===== src/rtl/spi_oled_tx_pkg.sv =====
// Shared types and constants for the SPI OLED transmitter.
package spi_oled_pkg;

    typedef enum logic [2:0] {
        ST_PRE,
        ST_RES_LO,
        ST_POST,
        ST_IDLE,
        ST_SHIFT,
        ST_GAP
    } state_e;

    localparam logic CPOL_LOW  = 1'b0;
    localparam logic CPOL_HIGH = 1'b1;

    localparam logic DC_CMD  = 1'b0;
    localparam logic DC_DATA = 1'b1;

    // Width of a counter that must reach max_val without wrapping.
    function automatic int cnt_w(input int max_val);
        return (max_val < 1) ? 1 : $clog2(max_val + 1);
    endfunction

endpackage


===== src/rtl/spi_oled_tx_if.sv =====
// Word handshake between a command/data producer and the SPI OLED transmitter.
interface spi_oled_tx_if #(
    parameter int DATA_W = 8
);
    logic              tx_valid;
    logic              tx_ready;
    logic [DATA_W-1:0] tx_data;
    logic              tx_dc;
    logic              tx_last;

    modport master (output tx_valid, tx_data, tx_dc, tx_last, input tx_ready);
    modport slave  (input tx_valid, tx_data, tx_dc, tx_last, output tx_ready);
endinterface


===== src/rtl/spi_tick_gen.sv =====
// Half-period strobe for the SPI clock: one-cycle pulse every CLK_DIV enabled cycles.
module spi_tick_gen
    import spi_oled_pkg::*;
#(
    parameter int CLK_DIV = 4
) (
    input  logic sys_clk,
    input  logic sys_rst,
    input  logic clr,
    input  logic en,
    output logic tick
);
    localparam int           CW = cnt_w(CLK_DIV - 1);
    localparam logic [CW-1:0] TC = CW'(CLK_DIV - 1);

    logic [CW-1:0] cnt_q, cnt_d;

    assign tick = en && (cnt_q == TC);

    always_comb begin
        cnt_d = cnt_q;
        if (clr)     cnt_d = '0;
        else if (en) cnt_d = (cnt_q == TC) ? '0 : cnt_q + CW'(1);
    end

    always_ff @(posedge sys_clk) begin
        if (!sys_rst) cnt_q <= '0;
        else          cnt_q <= cnt_d;
    end
endmodule


===== src/rtl/spi_oled_tx.sv =====
// Write-only SPI master for OLED panels: panel reset sequencing, then MSB-first
// words with per-word D/C and optional CS release.
module spi_oled_tx
    import spi_oled_pkg::*;
#(
    parameter int   DATA_W       = 8,
    parameter int   CLK_DIV      = 4,
    parameter logic CPOL         = CPOL_HIGH,
    parameter int   RES_PRE_CYC  = 100000,
    parameter int   RES_LOW_CYC  = 100000,
    parameter int   RES_POST_CYC = 100000,
    parameter int   CS_GAP       = 2
) (
    input  logic          sys_clk,
    input  logic          sys_rst,
    spi_oled_tx_if.slave  tx,
    output logic          init_done,
    output logic          busy,
    output logic          spi_clk,
    output logic          spi_mosi,
    output logic          spi_dc,
    output logic          spi_cs,
    output logic          spi_res
);
    localparam int RES_MAX = (RES_PRE_CYC > RES_LOW_CYC)
                           ? ((RES_PRE_CYC > RES_POST_CYC) ? RES_PRE_CYC : RES_POST_CYC)
                           : ((RES_LOW_CYC > RES_POST_CYC) ? RES_LOW_CYC : RES_POST_CYC);
    localparam int RW = cnt_w(RES_MAX - 1);
    localparam int HW = cnt_w(2 * DATA_W - 1);
    localparam int GW = cnt_w(CS_GAP - 1);

    localparam logic [RW-1:0] PRE_TC  = RW'(RES_PRE_CYC - 1);
    localparam logic [RW-1:0] LOW_TC  = RW'(RES_LOW_CYC - 1);
    localparam logic [RW-1:0] POST_TC = RW'(RES_POST_CYC - 1);
    localparam logic [HW-1:0] H_LAST  = HW'(2 * DATA_W - 1);
    localparam logic [GW-1:0] GAP_TC  = GW'(CS_GAP - 1);

    state_e            state_q, state_d;
    logic [RW-1:0]     rcnt_q, rcnt_d;
    logic [HW-1:0]     hcnt_q, hcnt_d;
    logic [GW-1:0]     gcnt_q, gcnt_d;
    logic [DATA_W-1:0] sr_q, sr_d;
    logic              last_q, last_d;
    logic              init_done_q, init_done_d;
    logic              clk_q, clk_d;
    logic              dc_q, dc_d;
    logic              cs_q, cs_d;
    logic              res_q, res_d;

    logic accept;
    logic tick;

    assign tx.tx_ready = (state_q == ST_IDLE) && init_done_q;
    assign accept      = tx.tx_valid && tx.tx_ready;

    spi_tick_gen #(.CLK_DIV(CLK_DIV)) u_tick (
        .sys_clk (sys_clk),
        .sys_rst (sys_rst),
        .clr     (accept),
        .en      (state_q == ST_SHIFT),
        .tick    (tick)
    );

    always_ff @(posedge sys_clk) begin
        if (!sys_rst) begin
            state_q     <= ST_PRE;
            rcnt_q      <= '0;
            hcnt_q      <= '0;
            gcnt_q      <= '0;
            sr_q        <= '0;
            last_q      <= 1'b0;
            init_done_q <= 1'b0;
            clk_q       <= CPOL;
            dc_q        <= DC_CMD;
            cs_q        <= 1'b1;
            res_q       <= 1'b1;
        end else begin
            state_q     <= state_d;
            rcnt_q      <= rcnt_d;
            hcnt_q      <= hcnt_d;
            gcnt_q      <= gcnt_d;
            sr_q        <= sr_d;
            last_q      <= last_d;
            init_done_q <= init_done_d;
            clk_q       <= clk_d;
            dc_q        <= dc_d;
            cs_q        <= cs_d;
            res_q       <= res_d;
        end
    end

    always_comb begin
        state_d = state_q;
        unique case (state_q)
            ST_PRE:    if (rcnt_q == PRE_TC)  state_d = ST_RES_LO;
            ST_RES_LO: if (rcnt_q == LOW_TC)  state_d = ST_POST;
            ST_POST:   if (rcnt_q == POST_TC) state_d = ST_IDLE;
            ST_IDLE:   if (accept)            state_d = ST_SHIFT;
            ST_SHIFT:  if (tick && hcnt_q == H_LAST) state_d = last_q ? ST_GAP : ST_IDLE;
            ST_GAP:    if (gcnt_q == GAP_TC)  state_d = ST_IDLE;
            default:                          state_d = ST_PRE;
        endcase
    end

    always_comb begin
        rcnt_d      = '0;
        hcnt_d      = hcnt_q;
        gcnt_d      = '0;
        sr_d        = sr_q;
        last_d      = last_q;
        dc_d        = dc_q;
        cs_d        = cs_q;
        clk_d       = clk_q;
        res_d       = (state_d != ST_RES_LO);
        init_done_d = init_done_q | ((state_q == ST_POST) && (state_d == ST_IDLE));
        unique case (state_q)
            ST_PRE, ST_RES_LO, ST_POST: begin
                if (state_d == state_q) rcnt_d = rcnt_q + RW'(1);
            end
            ST_IDLE: begin
                if (accept) begin
                    sr_d   = tx.tx_data;
                    dc_d   = tx.tx_dc;
                    last_d = tx.tx_last;
                    cs_d   = 1'b0;
                    clk_d  = CPOL;
                    hcnt_d = '0;
                end
            end
            ST_SHIFT: begin
                if (tick) begin
                    clk_d = ~clk_q;
                    if (hcnt_q == H_LAST) begin
                        // Final trailing edge: MOSI keeps the last bit, CS follows tx_last.
                        hcnt_d = '0;
                        cs_d   = last_q;
                    end else begin
                        hcnt_d = hcnt_q + HW'(1);
                        if (hcnt_q[0]) sr_d = sr_q << 1;
                    end
                end
            end
            ST_GAP: begin
                if (state_d == state_q) gcnt_d = gcnt_q + GW'(1);
            end
            default: ;
        endcase
    end

    assign init_done = init_done_q;
    assign busy      = (state_q == ST_SHIFT) || (state_q == ST_GAP);
    assign spi_clk   = clk_q;
    assign spi_mosi  = sr_q[DATA_W-1];
    assign spi_dc    = dc_q;
    assign spi_cs    = cs_q;
    assign spi_res   = res_q;
endmodule


===== src/flat_wrapper.sv =====
// flat-port wrapper written by rule: the top's interface ports become plain ports
module spi_oled_tx_flat import spi_oled_pkg::*;
#(
    parameter int   DATA_W       = 8,
    parameter int   CLK_DIV      = 4,
    parameter logic CPOL         = CPOL_HIGH,
    parameter int   RES_PRE_CYC  = 100000,
    parameter int   RES_LOW_CYC  = 100000,
    parameter int   RES_POST_CYC = 100000,
    parameter int   CS_GAP       = 2
)
  (sys_clk, sys_rst, init_done, busy, spi_clk, spi_mosi, spi_dc, spi_cs, spi_res, tx_tx_valid, tx_tx_data, tx_tx_dc, tx_tx_last, tx_tx_ready);
  spi_oled_tx_if #(.DATA_W(DATA_W)) tx_i ();
  input  logic sys_clk;
  input  logic sys_rst;
  output logic init_done;
  output logic busy;
  output logic spi_clk;
  output logic spi_mosi;
  output logic spi_dc;
  output logic spi_cs;
  output logic spi_res;
  input wire logic [$bits(tx_i.tx_valid)-1:0] tx_tx_valid;
  input wire logic [$bits(tx_i.tx_data)-1:0] tx_tx_data;
  input wire logic [$bits(tx_i.tx_dc)-1:0] tx_tx_dc;
  input wire logic [$bits(tx_i.tx_last)-1:0] tx_tx_last;
  output wire logic [$bits(tx_i.tx_ready)-1:0] tx_tx_ready;
  assign tx_i.tx_valid = tx_tx_valid;
  assign tx_i.tx_data = tx_tx_data;
  assign tx_i.tx_dc = tx_tx_dc;
  assign tx_i.tx_last = tx_tx_last;
  assign tx_tx_ready = tx_i.tx_ready;
  spi_oled_tx #(.DATA_W(DATA_W), .CLK_DIV(CLK_DIV), .CPOL(CPOL), .RES_PRE_CYC(RES_PRE_CYC), .RES_LOW_CYC(RES_LOW_CYC), .RES_POST_CYC(RES_POST_CYC), .CS_GAP(CS_GAP)) u_core (.sys_clk(sys_clk), .sys_rst(sys_rst), .tx(tx_i), .init_done(init_done), .busy(busy), .spi_clk(spi_clk), .spi_mosi(spi_mosi), .spi_dc(spi_dc), .spi_cs(spi_cs), .spi_res(spi_res));
endmodule

===== config.mk =====
export PLATFORM = sky130hd
export DESIGN_NAME = spi_oled_tx_flat
export DESIGN_NICKNAME = d
export VERILOG_FILES = /design/src/rtl/spi_oled_tx_pkg.sv /design/src/rtl/spi_oled_tx_if.sv /design/src/rtl/spi_tick_gen.sv /design/src/rtl/spi_oled_tx.sv /design/src/flat_wrapper.sv
export SDC_FILE = /design/constraint.sdc
export NUM_CORES = 1
export LEC_CHECK = 0
export CORE_MARGIN = 1.5
export CORE_UTILIZATION = 57
export CTS_BUF_LIST = sky130_fd_sc_hd__clkbuf_4 sky130_fd_sc_hd__clkbuf_8
export CTS_CLUSTER_SIZE = 24
export DETAILED_ROUTE_END_ITERATION = 16
export GPL_ROUTABILITY_DRIVEN = 0
export PLACE_DENSITY = 0.81
export SLEW_MARGIN = 20
export SYNTH_ARGS = -nofsm -noshare
export SYNTH_HDL_FRONTEND = slang
export SYNTH_SLANG_ARGS = --single-unit

===== constraint.sdc =====
create_clock -name sys_clk -period 2.3 [get_ports sys_clk]
set_clock_uncertainty 0.15 [all_clocks]
set_input_delay 0.46 -clock sys_clk [delete_from_list [all_inputs] [get_ports sys_clk]]
set_output_delay 0.46 -clock sys_clk [all_outputs]
set_load 0.01 [all_outputs]

==> results.toml, run 1 <==
[status]
status = "complete, no violations"

[critical_path]
start_kind = "flip-flop"
worstPathCellList = "nand2b_2 > inv_1 > clkdlybuf4s50_1"
critPathArrivalTime_ps = 1610
required_ps = 1690
critical_path_class = "reg -> out"
cp-end-kind = "output pin"
max_stage_delay_ps = 540
slowest_stage = "clkdlybuf4s50_1"
crit_fanout = 6

[run]
drv_cap = 0

[routing]
dr.pass1.iters = 4
post_drt_wl_per_cell_um = 13.4
first_iter_violations = 67
ant_nets = 0
vias = 1487
drc_errors = 0
via_per_inst = 5.45
wirelength_mm = 3.65

[timing]
max_slew.worst_pin.slew_ps = 554
tns_ps = 0
finalSetupViolations = 0
rsz0062_at_grt = "no"
final_hold_viol_count = 0
holdWs_ps = 319
fmax_ghz = 0.451
slew_headroom = 0.631
drv_slew = 0
fin_crit_sh = 0.964
fin_crit_ps = 2220

[floorplan]
rows = 20
fp.dieW_um = 59.7
dieArea_um2 = 3560
initial_core_util = 0.600
core_um2 = 3050
die_h_um = 59.7
ios = 21

[global_routing]
grt_use_met2 = 0.405
grtUsageMet1 = 0.272
grt_usage = 0.234
grt_pass1_vias = 1414
overflow = 0
grt_max_degree = 17
grtUsageMet3 = 0.0671
antenna_found_initial = 0
grt.busiest_layer = "met2"
grt_pass1_wl_mm = 6.17

[synthesis]
yosys-top-cells-area = "dfxtp_1 45%, mux2i_1 6.6%, nor2_1 6.6%"
yosysTopAreaCellShare = 0.448
synth_fp_nets = 221
syn_avg_cell_area_um2 = 8.93
ys.flop_type = "dfxtp_1"
synth_cell_types = 40
synth_area_um2 = 1830
ys_ff_latch = 41
yosysTopAreaCell = "dfxtp_1"
ys_async_sr_fraction = 0
synth_edf_count = 0
netlist_top_cells_count = "41 x dfxtp_1, 32 x nor2_1, 18 x nand2_1"
yosysSeqAreaShare = 0.448
syn_inst = 205
ys_warn_count = 0
yosysMostFrequentCell = "dfxtp_1"

[clock_network]
numCtsBuffers = 5
cts.sink_count = 41
cts_max_level = 2
clock_path_buffers = 2
cts_tree = "done"
cts_root_buf = "clkbuf_4"
postCtsSetupBuffers = 0
clkSlewWorstSetupHoldPaths_ps = 110
clkLatencyLatePin_ps = 350

[final_layout]
final_nets = 245
syn_to_final_growth_pct = 17.8
drive_above_1_share = 0.0830
diodes = 0

[placement]
io_buffers = 20
place_hpwl_mm = 2.65

[pwr]
peakVddDrop_v = 0.000476
leakagePower_nw = 0.786
power_density_nw_per_um2 = 563

[hold_path]
holdCritPathClass = "reg -> reg"
==> worst max-delay path, delay by kind of cell, from the launching register on <==
family,cells,cell delay (ps)
simple gates,1,240
flops,1,370
buf+inv,2,650
==> power breakdown <==
| part | switching [W] | leakage (nW) | internal [W] |
|---|---|---|---|
| combinational | 0.0000218 | 0.413 | 0.0000265 |
| sequential | 0.00000470 | 0.331 | 0.000714 |
| clock | 0.000224 | 0.0410 | 0.000221 |
==> placed cells by master, fill, tap and decap left out, types with 7 or more instances in the layout <==
master           synthesis  layout
dfxtp_1                 41      40
nor2_1                  32      32
clkdlybuf4s50_1          0      20
nand2_1                 18      18
mux2i_1                 12      12
xor2_1                  10      10
nand3_1                  8       8
a21oi_1                  8       8
a211oi_1                 7       7
==> area by class of cell <==
class / count / area [um2]
Clock buffer: 5 / 37.5
Clock inverter: 2 / 35.0
Fill cell: 262 / 897
Inverter: 4 / 15.0
Multi-Input combinational cell: 153 / 961
Tap cell: 44 / 55.1
Timing Repair Buffer: 24 / 230
Sequential cell: 41 / 822
==> logic make-up after synthesis <==
| group | after synthesis | share of synthesized area |
|---|---|---|
| xor gates and xnor gates | 14 | 0.0670 |
| AOI/OAI and AO/OA | 32 | 0.116 |
| muxes | 12 | 0.0656 |
| DFF | 41 | 0.448 |
| adders and majority gates | 3 | 0.0205 |
| buffers and inverters | 11 | 0.0280 |
| and+or+nand+nor | 92 | 0.255 |
==> path summary, 6_finish.rpt <==
path	slack, ps	cells past startpoint	to	startpoint
max reg2reg	270	6	u_core.spi_res$_SDFF_PN1_	u_core.rcnt_q[0]$_SDFF_PN0_
max	80	3	busy	u_core.state_q[1]$_SDFF_PN0_
min reg2reg	320	1	u_core.gcnt_q$_SDFF_PN0_	u_core.gcnt_q$_SDFF_PN0_
min	320	1	u_core.gcnt_q$_SDFF_PN0_	u_core.gcnt_q$_SDFF_PN0_
==> per-stage QoR <==
step	cells	cell area (um2)	total power (W)	util	worst slack (ps)
finish	273	2160	0.00121	0.706	83.0
global route	273	2160	0.00127	0.706	16.4
CTS	273	2150	0.00123	0.705	12.2
detailed placement	266	2080	0.000783	0.681	288
global placement	266	2080	0.000781	0.681	358
floorplan	205	1830	0.000753	-	552
==> flip-flops by register name, indices dropped and copies added (netlist names) <==
signal,flops
u_core.spi_cs,1
u_core.spi_dc,1
u_core.last_q,1
u_core.state_q,3
u_core.init_done,1
u_core.rcnt_q,17
u_core.u_tick.cnt_q,2
u_core.sr_q,8
u_core.spi_clk,1
u_core.gcnt_q,1
u_core.hcnt_q,4
u_core.spi_res,1
==> layer usage <==
layer	wire (um)	up-vias
met2	1920	22
li1	-	768
met4	57	0
met1	1560	691
met3	121	6
met5	0	-
==> timing repair <==
item,4_1_cts,5_1_grt
endpoints found under the setup margin,0,1
gates resized for setup,0,2
hold buffers,0,0
Note: power is estimated with default switching activity, not from simulation.
==> run 2: changes to the inputs <==
GPL_TIMING_DRIVEN = 0   (was default)
SKIP_CTS_REPAIR_TIMING = 1   (was default)
==> run 2 against run 1 <==
Effect of this change:
- clock power increased by 12%
- via count grew 4.8%
- critical endpoint is now tx_tx_ready
- largest cell class unchanged
- combinational power fell by 2%
- sequential power barely moved
- setup slack got worse by 38 ps
- register-to-register slack gained 30 ps
- core utilization rose by 0.70 points
==> results.toml, run 2 (synthesis results as in run 1) <==
[status]
status = "complete, no violations"

[critical_path]
cp-end-kind = "output pin"
critical_path_class = "reg -> out"
r2r_slack_ps = 300
start_kind = "flip-flop"
r2r_cells = 6
critPathArrivalTime_ps = 1650
required_ps = 1690
crit_fanout = 7
reg2reg_from = "u_core.rcnt_q[0]$_SDFF_PN0_"
rr_endpoint = "u_core.rcnt_q[9]$_SDFF_PN0_"

[routing]
first_iter_violations = 81
wirelength_mm = 3.72
ant_nets = 0
drc_errors = 0
via_per_inst = 5.64
vias = 1558
post_drt_wl_per_cell_um = 13.5
dr.pass1.iters = 4

[timing]
fin_crit_ps = 2260
fmax_ghz = 0.443
finalSetupViolations = 0
max_slew.worst_pin.slew_ps = 551
slew_headroom = 0.630
fin_crit_sh = 0.980
tns_ps = 0
rsz0062_at_grt = "yes"
drv_slew = 0
worst_slack_ps = 45.0
final_hold_viol_count = 0

[global_routing]
grt_usage = 0.235
antenna_found_initial = 0
grt_max_degree = 13
grt_pass1_vias = 1581
grt_pass1_wl_mm = 6.42
overflow = 0

[floorplan]
rows = 20
fp.dieW_um = 59.7
dieArea_um2 = 3560
initial_core_util = 0.600
ios = 21
die_h_um = 59.7
core_um2 = 3050

[final_layout]
final_cell_area_um2 = 2180
mostFrequentLayoutCell = "dfxtp_1"
largest_reg_flops = 17
diodes = 0
utilization = 0.713
final_cell_mix = "38 x dfxtp_1, 32 x nor2_1, 20 x clkdlybuf4s50_1, 18 x nand2_1, 12 x mux2i_1"
largest-register = "u_core.rcnt_q"
fillers = 254
syn_to_final_growth_pct = 18.9
final_nets = 247
drive_above_1_share = 0.0948
reg_top3 = "u_core.rcnt_q (17), u_core.sr_q (8), u_core.hcnt_q (4)"

[hold_path]
min_path_cells = 1
hp-start = "u_core.rcnt_q[0]$_SDFF_PN0_"
hold_end = "u_core.rcnt_q[0]$_SDFF_PN0_"
holdCritPathClass = "reg -> reg"

[clock_network]
clkSlewWorstSetupHoldPaths_ps = 120
numCtsBuffers = 5
clock_path_buffers = 2
cts_max_level = 2
clkLatencyLatePin_ps = 350
cts_tree = "done"
cts_root_buf = "clkbuf_4"
cts.sink_count = 41

[run]
drv_cap = 0

[placement]
place_ws_ps = 96.0
dpl-instance-area_um2 = 2090
io_buffers = 20
place_hpwl_mm = 2.78

[pwr]
peakVddDrop_v = 0.000444
leakagePower_nw = 0.794
power_density_nw_per_um2 = 582
[run 2: changes by cell type in the layout (fill, tap and decap cells not counted)]
cell and delta:
dfxtp_1 -2, buf_2 +2, clkbuf_8 +1, buf_4 -2, clkinv_2 -1, clkbuf_4 +1, clkbuf_1 +2, dfxtp_2 +2
[run 2: worst max-delay path by stage]
stage	from	endpoint	slack, ps	cells after the start
2_1_floorplan	u_core.rcnt_q[0]$_SDFF_PN0_	u_core.spi_res$_SDFF_PN1_	550	6
3_3_place_gp	sys_rst	u_core.rcnt_q[16]$_SDFF_PN0_	150	6
3_5_place_dp	sys_rst	u_core.rcnt_q[14]$_SDFF_PN0_	100	6
4_1_cts	u_core.state_q[1]$_SDFF_PN0_	busy	-50	4
5_1_grt	u_core.state_q[2]$_SDFF_PN0_	tx_tx_ready	-5	3
6_report	u_core.state_q[2]$_SDFF_PN0_	tx_tx_ready	40	3
[run 2: worst max-delay path, stage by stage, from the launching register on]
cell,delay [ps]
dfxtp_2,370
and4b_1,250
buf_4,140
clkdlybuf4s50_1,530
[run 2: metrics by stage]
step / instances / hold WS, ps / power (W)
global route: 276 / 352 / 0.00132
floorplan: 205 / 270 / 0.000753
global placement: 269 / 296 / 0.000781
detailed placement: 269 / 309 / 0.000782
finish: 276 / 331 / 0.00127
CTS: 277 / 331 / 0.00128
[run 2: final cells by class]
cell class / count / area [um2] / area share
timing repair buffer: 20 / 200 / 0.0920
multi-input combinational: 153 / 961 / 0.441
clock buffer: 7 / 58.8 / 0.0270
buffer: 6 / 32.5 / 0.0149
sequential: 41 / 825 / 0.379
inverter: 4 / 15.0 / 0.00690
clock inverter: 1 / 30.0 / 0.0138
tap: 44 / 55.1 / 0.0253
[run 2: metal layers]
metal | track usage | vias to the layer above | share of wire | wire length [um]
li1 | - | 776 | - | -
met2 | 0.424 | 42 | 0.51 | 1890
met1 | 0.260 | 731 | 0.43 | 1600
met5 | 0 | - | 0 | 0
met3 | 0.0628 | 9 | 0.045 | 166
met4 | 0.0889 | 0 | 0.017 | 64
[run 2: where the power goes]
group | switching, W | internal [W]
Combinational | 0.0000211 | 0.0000261
Clock | 0.000229 | 0.000272
Sequential | 0.00000469 | 0.000714
==> run 3: changes to the inputs <==
CORE_UTILIZATION = 30   (was 57)
PLACE_DENSITY = default   (was 0.81)
SETUP_SLACK_MARGIN = 0.1   (was default)
==> run 3 against run 2 <==
Effect of this change:
- sequential cell count unchanged
- power up 8.5%
- fmax up 12%
- via count down 7.0%
- combinational power about the same
- die area up 85%
- critical path type is now reg -> reg
- largest cell class unchanged
==> results.toml, run 3 (synthesis results as in run 1) <==
[placement]
place_hpwl_mm = 2.52
io_buffers = 20
dpl-instance-area_um2 = 2120

[pwr]
leakagePower_nw = 0.848
power_density_nw_per_um2 = 609
peakVddDrop_v = 0.000329

[timing]
fmax_ghz = 0.495
final_hold_viol_count = 0
rsz0062_at_grt = "no"
finalSetupViolations = 0
drv_slew = 0
fin_crit_sh = 0.879
max_slew.worst_pin.slew_ps = 488
slew_headroom = 0.672
fin_crit_ps = 2020
tns_ps = 0

[clock_network]
cts_max_level = 2
cts.sink_count = 41
clkLatencyLatePin_ps = 290
clock_path_buffers = 2
cts_tree = "done"
cts_root_buf = "clkbuf_8"
clkSlewWorstSetupHoldPaths_ps = 80
numCtsBuffers = 5

[run]
drv_cap = 0

[final_layout]
largest_reg_flops = 17
mostFrequentLayoutCell = "dfxtp_1"
multi_input_area_um2 = 961
reg_top3 = "u_core.rcnt_q (17), u_core.sr_q (8), u_core.hcnt_q (4)"
fillers = 616
drive_above_1_share = 0.0987
area.sequential_um2 = 825
syn_to_final_growth_pct = 23.3
final_cell_area_um2 = 2260
largest-register = "u_core.rcnt_q"
final_cell_mix = "38 x dfxtp_1, 32 x nor2_1, 18 x clkdlybuf4s50_1, 17 x nand2_1, 12 x mux2i_1"
final_nets = 248
diodes = 0

[critical_path]
crit_fanout = 6
critPathArrivalTime_ps = 2040
critical_path_class = "reg -> reg"
start_kind = "flip-flop"
required_ps = 2320
cp-end-kind = "flip-flop"

[routing]
drc_errors = 0
post_drt_wl_per_cell_um = 11.1
first_iter_violations = 40
ant_nets = 0
dr.pass1.iters = 4
vias = 1449
via_per_inst = 4.70
wirelength_mm = 3.43

[global_routing]
antenna_found_initial = 0
grt_pass1_wl_mm = 5.98
grt_pass1_vias = 1349
grt_usage = 0.120
overflow = 0
grt_max_degree = 13

[status]
status = "complete, no violations"

[floorplan]
core_um2 = 5920
rows = 28
die_h_um = 81.1
initial_core_util = 0.309
fp.dieW_um = 81.1
dieArea_um2 = 6580
ios = 21

[hold_path]
holdCritPathClass = "reg -> reg"
==> run 3: cell count changes in the layout (fill, tap and decap cells not counted), moves of 2 or more <==
cell | previous run | this run
clkbuf_4 | 6 | 1
clkbuf_8 | 1 | 6
clkdlybuf4s50_1 | 20 | 18
dlymetal6s2s_1 | 0 | 2
==> run 3: per-stage QoR <==
step	cells	hold WS, ps	utilization	setup slack (ps)	total power (W)
after floorplan	205	270	-	552	0.000753
after global placement	300	302	0.359	116	0.000783
after global routing	308	362	0.381	104	0.00143
after CTS	308	320	0.379	6.23	0.00140
after detailed placement	300	303	0.359	126	0.000783
final	308	321	0.381	279	0.00137
==> run 3: path summary, 6_finish.rpt <==
kind	start	end	slack [ps]	depth (start not counted)
setup / recovery	u_core.rcnt_q[0]$_SDFF_PN0_	u_core.spi_res$_SDFF_PN1_	280	6
hold / removal	u_core.gcnt_q$_SDFF_PN0_	u_core.gcnt_q$_SDFF_PN0_	320	1
setup reg to reg	u_core.rcnt_q[0]$_SDFF_PN0_	u_core.spi_res$_SDFF_PN1_	280	6
hold reg to reg	u_core.gcnt_q$_SDFF_PN0_	u_core.gcnt_q$_SDFF_PN0_	320	1
==> run 3: worst max-delay path, cell delays in order, from the launching register on <==
cell and delay [ps]:
dfxtp_1 380, ha_1 220, and4_1 260, nand4_1 270
or3_1 400, o211ai_1 110, nand4_1 110
==> run 3: cell type report <==
cell class,instances,share of cell area
Clock buffer,7,0.0399
Tap cell,75,0.0416
Multi-Input combinational cell,153,0.426
Clock inverter,1,0.0133
Sequential cell,41,0.365
Timing Repair Buffer,20,0.0909
Buffer,7,0.0166
Inverter,4,0.00665
==> run 3: power breakdown <==
group	internal [W]	leakage [nW]	switching, W	total, W
Clock	0.000366	0.0619	0.000244	0.000609
Combinational	0.0000263	0.454	0.0000212	0.0000475
Sequential	0.000714	0.332	0.00000427	0.000718
Total	0.00111	0.848	0.000269	0.00137
==> run 3: metal layers <==
layer / global-route usage / up-vias / part of all wire
li1: - / 768 / -
met1: 0.150 / 649 / 0.48
met2: 0.183 / 24 / 0.46
met3: 0.0348 / 8 / 0.038
met4: 0.0672 / 0 / 0.024
met5: 0 / - / 0
